===== config.mk =====
export PLATFORM = sky130hd
export DESIGN_NAME = fully_pipelined_subtractor_flat
export DESIGN_NICKNAME = d
export VERILOG_FILES = /design/src/rtl/fully_pipelined_subtractor_if.sv /design/src/rtl/fully_pipelined_subtractor.sv /design/src/flat_wrapper.sv
export SDC_FILE = /design/constraint.sdc
export NUM_CORES = 1
export LEC_CHECK = 0
export ABC_AREA = 1
export CAP_MARGIN = 20
export CORE_UTILIZATION = 45
export DETAILED_ROUTE_END_ITERATION = 8
export PLACE_DENSITY = 0.66
export SLEW_MARGIN = 20
export SYNTH_ARGS = -nofsm -noshare
export SYNTH_HDL_FRONTEND = slang
export SYNTH_SLANG_ARGS = --single-unit

===== constraint.sdc =====
create_clock -name clk -period 1.35 [get_ports clk]
set_input_delay 0.2025 -clock clk [delete_from_list [all_inputs] [get_ports clk]]
set_output_delay 0.2025 -clock clk [all_outputs]
set_load 0.01 [all_outputs]

===== src/rtl/fully_pipelined_subtractor_if.sv =====
// Streaming handshake bundle for fully_pipelined_subtractor.
// Port ovf exists only when FULLY_PIPELINED_SUBTRACTOR_OVF_EN is defined.
interface fully_pipelined_subtractor_if #(
  parameter int unsigned WIDTH = 4
);
  logic             in_valid;
  logic             in_ready;
  logic [WIDTH-1:0] a;
  logic [WIDTH-1:0] b;
  logic             bin;
  logic             out_valid;
  logic             out_ready;
  logic [WIDTH-1:0] d;
  logic             bout;
`ifdef FULLY_PIPELINED_SUBTRACTOR_OVF_EN
  logic             ovf;
`endif

  modport master (
    output in_valid, a, b, bin, out_ready,
`ifdef FULLY_PIPELINED_SUBTRACTOR_OVF_EN
    input  ovf,
`endif
    input  in_ready, out_valid, d, bout
  );

  modport slave (
    input  in_valid, a, b, bin, out_ready,
`ifdef FULLY_PIPELINED_SUBTRACTOR_OVF_EN
    output ovf,
`endif
    output in_ready, out_valid, d, bout
  );
endinterface


===== src/rtl/fully_pipelined_subtractor.sv =====
// Bit-serial-in-space ripple-borrow subtractor: one borrow bit resolved per stage,
// global stall handshake. Optional signed overflow via FULLY_PIPELINED_SUBTRACTOR_OVF_EN.
module fully_pipelined_subtractor #(
  parameter int unsigned WIDTH = 4
) (
  input logic                          clk,
  input logic                          rst,
  fully_pipelined_subtractor_if.slave  bus
);

  // Stage index 0 is the input register, WIDTH is the output register.
  logic [WIDTH:0]            vld;
  logic [WIDTH:0]            br;
  logic [WIDTH:0][WIDTH-1:0] x;
  logic [WIDTH:1][WIDTH-1:0] x_nxt;
  logic [WIDTH:1]            br_nxt;
  logic                      adv;

  assign adv           = ~(vld[WIDTH] & ~bus.out_ready);
  assign bus.in_ready  = adv;
  assign bus.out_valid = vld[WIDTH];
  assign bus.d         = x[WIDTH];
  assign bus.bout      = br[WIDTH];

  // Subtrahend bits shrink by one per stage: stage j keeps only bits [WIDTH-1:j].
  for (genvar j = 0; j < WIDTH; j++) begin : g_b
    logic [WIDTH-1:j] q;
    if (j == 0) begin : g_in
      always_ff @(posedge clk or posedge rst) begin
        if (rst)      q <= '0;
        else if (adv) q <= bus.b;
      end
    end else begin : g_mid
      always_ff @(posedge clk or posedge rst) begin
        if (rst)      q <= '0;
        else if (adv) q <= g_b[j-1].q[WIDTH-1:j];
      end
    end
  end

  for (genvar k = 1; k <= WIDTH; k++) begin : g_bit
    localparam int unsigned I = k - 1;
    localparam logic [WIDTH-1:0] BIT_MASK = WIDTH'(1) << I;
    logic a_bit;
    logic b_bit;
    logic d_bit;

    assign a_bit     = x[k-1][I];
    assign b_bit     = g_b[k-1].q[I];
    assign d_bit     = a_bit ^ b_bit ^ br[k-1];
    assign br_nxt[k] = (~a_bit & b_bit) | (~(a_bit ^ b_bit) & br[k-1]);
    assign x_nxt[k]  = (x[k-1] & ~BIT_MASK) | ({WIDTH{d_bit}} & BIT_MASK);
  end

  always_ff @(posedge clk or posedge rst) begin
    if (rst) begin
      vld <= '0;
      br  <= '0;
      x   <= '0;
    end else if (adv) begin
      vld <= {vld[WIDTH-1:0], bus.in_valid};
      br  <= {br_nxt, bus.bin};
      x   <= {x_nxt, bus.a};
    end
  end

`ifdef FULLY_PIPELINED_SUBTRACTOR_OVF_EN
  // Operand sign bits ride alongside; x loses a's sign once the top bit resolves.
  logic [WIDTH:0] sa;
  logic [WIDTH:0] sb;

  always_ff @(posedge clk or posedge rst) begin
    if (rst) begin
      sa <= '0;
      sb <= '0;
    end else if (adv) begin
      sa <= {sa[WIDTH-1:0], bus.a[WIDTH-1]};
      sb <= {sb[WIDTH-1:0], bus.b[WIDTH-1]};
    end
  end

  assign bus.ovf = (sa[WIDTH] != sb[WIDTH]) & (x[WIDTH][WIDTH-1] != sa[WIDTH]);
`endif

endmodule


===== src/flat_wrapper.sv =====
// flat-port wrapper written by rule: the top's interface ports become plain ports
module fully_pipelined_subtractor_flat 
#(
  parameter int unsigned WIDTH = 4
)
  (clk, rst, bus_in_valid, bus_a, bus_b, bus_bin, bus_out_ready, bus_in_ready, bus_out_valid, bus_d, bus_bout);
  fully_pipelined_subtractor_if #(.WIDTH(WIDTH)) bus_i ();
  input logic clk;
  input logic rst;
  input wire logic [$bits(bus_i.in_valid)-1:0] bus_in_valid;
  input wire logic [$bits(bus_i.a)-1:0] bus_a;
  input wire logic [$bits(bus_i.b)-1:0] bus_b;
  input wire logic [$bits(bus_i.bin)-1:0] bus_bin;
  input wire logic [$bits(bus_i.out_ready)-1:0] bus_out_ready;
  output wire logic [$bits(bus_i.in_ready)-1:0] bus_in_ready;
  output wire logic [$bits(bus_i.out_valid)-1:0] bus_out_valid;
  output wire logic [$bits(bus_i.d)-1:0] bus_d;
  output wire logic [$bits(bus_i.bout)-1:0] bus_bout;
  assign bus_i.in_valid = bus_in_valid;
  assign bus_i.a = bus_a;
  assign bus_i.b = bus_b;
  assign bus_i.bin = bus_bin;
  assign bus_i.out_ready = bus_out_ready;
  assign bus_in_ready = bus_i.in_ready;
  assign bus_out_valid = bus_i.out_valid;
  assign bus_d = bus_i.d;
  assign bus_bout = bus_i.bout;
  fully_pipelined_subtractor #(.WIDTH(WIDTH)) u_core (.clk(clk), .rst(rst), .bus(bus_i));
endmodule

* Yosys cells after proc, flatten, opt, wreduce, memory -nomap -nowiden
Cells that the tools add are included.
** Storage, ports and cells
- Output and inout bits :: 7
- Register bits after elaboration :: 40
- Input port bits :: 13
** Cells by class
- Bitwise logic cells :: 35
** Operators by type and width (count)
- $not 1->1 :: 10
- $and 1x1->1 :: 9
- $xor 1x1->1 :: 8
- $or 1x1->1 :: 4
- $or 3x4->4 :: 1
- $or 4x1->4 :: 1
- $or 4x2->4 :: 1
- $or 4x3->4 :: 1

* Depth between registers and ports, before layout
- Depth in word-level cells :: 4
- Mapped depth :: 5

* Least setup slack after synthesis
No wires, ideal clock.
- Kind :: register to register
- Start :: register u_core.x, in the netlist u_core.g_bit[3].a_bit
- End :: register u_core.x[14] (netlist name)
- Path slack :: 0.288 ns
- Cell stages (with the launch flop) :: 4
- Library setup time :: 0.065 ns
- Arrival time :: 0.997 ns
- Cells stage by stage :: dfrtp_1 > fa_1 > nand2_1 > nand2_1
** Between the ends
- Cells in the longest elaborated chain, start to end :: 3
** Ends and longest elaborated chain
- from (decl) :: RTL line fully_pipelined_subtractor.sv:14 : logic [WIDTH:0][WIDTH-1:0] x;
- from (signal assigned) :: RTL line fully_pipelined_subtractor.sv:63 : x <= {x_nxt, bus.a};
- $xor 1x1->1 (2 in series) :: RTL line fully_pipelined_subtractor.sv:50 : assign d_bit = a_bit ^ b_bit ^ br[k-1];
- net u_core.g_bit[3].d_bit :: RTL line fully_pipelined_subtractor.sv:46 : logic d_bit;
- $or 4x3->4 :: RTL line fully_pipelined_subtractor.sv:52 : assign x_nxt[k] = (x[k-1] & ~BIT_MASK) | ({WIDTH{d_bit}} & BIT_MASK);
The timed path passes the listed nets, and every way through them passes these cells.
A chain may end at the register's enable or synchronous reset.

* Final worst setup path
- Start :: register u_core.vld[4]
- End :: output bus_in_ready
** Between the ends
- Cells in the longest elaborated chain, start to end :: 2
** Ends and longest elaborated chain
- from (decl) :: RTL line fully_pipelined_subtractor.sv:12 : logic [WIDTH:0] vld;
- from (signal assigned) :: RTL line fully_pipelined_subtractor.sv:61 : vld <= {vld[WIDTH-1:0], bus.in_valid};
- $and 1x1->1 :: RTL line fully_pipelined_subtractor.sv:19 : assign adv = ~(vld[WIDTH] & ~bus.out_ready);
- $not 1->1 :: RTL line fully_pipelined_subtractor.sv:19
- to (decl) :: RTL line flat_wrapper.sv:15 : output wire logic [$bits(bus_i.in_ready)-1:0] bus_in_ready;
Every way passes these cells.

==> impl_metrics.toml <==
[logic_synthesis]
synth_area_sq_um = 1730
synth_edf_count = 0
yosys_warnings = 0
yosysMostFrequentCell = "nand2_1"
synth_area_per_cell_sq_um = 8.93
synthTopCellsByCount = "nand2_1 (80), dfrtp_1 (40), nand3_1 (39)"
syn_inst = 194
synth_area_leader_cell = "dfrtp_1"
yosys_most_used_dff = "dfrtp_1"
synthArstFlopShare = 1.00
synth_top_area_share = 0.578
synth_nets = 211
yosysSeqAreaShare = 0.578
yosysUniqueCellTypes = 7
ys_ff_latch = 40
synth.area.top_cells = "dfrtp_1 (58%), nand2_1 (17%), nand3_1 (11%)"

[placed_design]
dpl.hpwl_microns = 1820
gp_congestion = 0.718
numPortBuffers = 19
pre_cts_slack_ns = -0.187
place_area_sq_um = 1930

[clocking]
cts_root_buf = "clkbuf_8"
cts_tree = "yes"
cts_buffers = 5
path_clk_slew_ns = 0.08
clock_path_buffers = 2
clock-sinks = 40
cts-hold-fix-buffers = 0
insertion_delay_ns = 0.29
htree_levels = 2

[finish]
insertedDiodeCount = 0
drive_gt1_frac = 0.0711
stdcell_area_sq_um = 2020
area_growth_pct = 16.6
finish.net_count = 227
final_util = 0.548
nFillCells = 348

[job]
maxCapViolCount = 0

[routing]
wl_per_cell_microns = 11.5
drt_iter0_drc = 111
drtPass1Iterations = 4
ant_nets = 0
drt-vias-per-instance = 4.89
route.detailed.drc = 0
routed_wirelength_microns = 2980
vias = 1266

[timing]
fin_skew_ns = 0.00612
setup_viol = 0
tightest_slew_ns = 0.396
slew_viol_final = 0
fmax_mhz = 802
grt_setup_unrepaired = "no"
fin_crit_sh = 0.924
slew_headroom = 0.736
timing.setup.tns_ns = 0
min_period_ns = 1.25
finalWorstSetupSlack_ns = 0.103
hold_viol = 0

[grt]
grt-ovfl-total = 0
grt_max_degree = 41
grt_pass1_wl_microns = 5350
grtUsageTotal = 0.171
antenna_found_initial = 0
grt_pass1_vias = 1231

[worst_setup_path]
critPathLaunchType = "register"
rr_worst_depth = 5
slowest_delay_ns = 0.39
path_class = "register to output port"
crit_slowest_cell = "dfrtp_1"
reg2reg_to = "u_core.x[11]$_DFFE_PP0N_"
cp_max_fo = 3
required_ns = 1.15
r2r-start = "u_core.vld[4]$_DFFE_PP0N_"
rrSetupSlack_ns = 0.13
crit_arrival_ns = 1.04
path_cells = "buf_4, nand2_1, buf_2"
crit_path_end_kind = "output port"

[pwr]
peakVddDrop_mv = 0.956
leakage_nw = 1.09
powerDensity_nw_per_um2 = 2120

[min_path]
hold_path.class = "primary input to async pin"

[die]
rows = 22
fp.coreArea_sq_um = 3690
start_util = 0.470
die-area_sq_um = 4100
boundaryPins = 20
fp.dieW_microns = 64.1
die_h_microns = 64.1

[outcome]
status = "completed"
==> cell usage in the layout (no fill, tap or decap) <==
cell,count
buf_12,1
buf_2,1
buf_4,5
clkbuf_8,6
clkdlybuf4s50_1,12
clkinv_2,2
dfrtp_1,40
dlygate4sd2_1,6
fa_1,4
inv_1,15
nand2_1,80
nand3_1,39
==> layer usage <==
| metal | vias up | global-route usage | share of wire |
|---|---|---|---|
| met5 | - | 0 | 0 |
| met4 | 0 | 0.0852 | 0.020 |
| met3 | 5 | 0.0375 | 0.035 |
| met2 | 20 | 0.299 | 0.49 |
| met1 | 619 | 0.195 | 0.46 |
| li1 | 622 | - | - |
==> state kept, by name, indices dropped and copies added, names as in the netlist <==
signal              cells
u_core.g_b.q           10
u_core.x               12
u_core.g_bit.a_bit      4
u_core.vld              5
u_core.bus.d            4
u_core.br               5
==> critical path, delay by kind of cell (launching register included) <==
family	cells	cell delay [ns]
and+or+nand+nor	1	0.09
buffers and inverters	2	0.29
DFF	1	0.39
==> per-stage QoR <==
step | total power [mW] | hold WS, ns | cells
after global placement | 3.49 | 0.452 | 250
after CTS | 4.36 | 0.255 | 259
after detailed placement | 3.57 | 0.463 | 250
final | 4.28 | 0.249 | 259
after global routing | 4.68 | 0.288 | 259
after floorplan | 3.14 | 0.312 | 194
==> power by group <==
part           switching, mW  internal [mW]
clock                  0.411          0.408
combinational          0.865          0.593
sequential             0.282           1.72
total                   1.56           2.72
==> final cells by class <==
type / instances / area (sq um) / share of cell area
inverter: 15 / 56.3 / 0.0279
clock buffer: 6 / 82.6 / 0.0409
timing repair buffer: 25 / 235 / 0.116
tap: 48 / 60.1 / 0.0297
multi-input combinational: 123 / 576 / 0.285
sequential: 40 / 1000 / 0.495
clock inverter: 2 / 10.0 / 0.00495
==> worst max path at each step <==
stage	startpoint	to	slack (ns)	depth (start not counted)
after floorplan	rst	u_core.br[0]$_DFFE_PP0N_	0.23	1
after global routing	u_core.vld[4]$_DFFE_PP0N_	u_core.g_b[1].q[2]$_DFFE_PP0N_	0.02	5
after global placement	bus_out_ready	bus_in_ready	-0.18	4
final	u_core.vld[4]$_DFFE_PP0N_	bus_in_ready	0.10	3
after CTS	u_core.vld[4]$_DFFE_PP0N_	bus_in_ready	0.09	3
after detailed placement	bus_out_ready	bus_in_ready	-0.19	4
==> cells by family (layout without fill, tap and decap cells) <==
kind of cell	count (synthesis)	count (layout)	share of synthesized area
flip-flops	40	40	0.578
AND/OR/NAND/NOR	119	119	0.286
adder cells (fa/ha/maj)	4	4	0.0462
buffers and inverters	31	48	0.0903
==> timing repair <==
| item | 4_1_cts | 5_1_grt |
|---|---|---|
| resized for setup | 10 | 0 |
| buffers inserted | 1 | 0 |
| endpoints found under the setup margin | 7 | 0 |
| hold endpoints to repair | 0 | 0 |
Note: power is estimated with default switching activity, not from simulation.
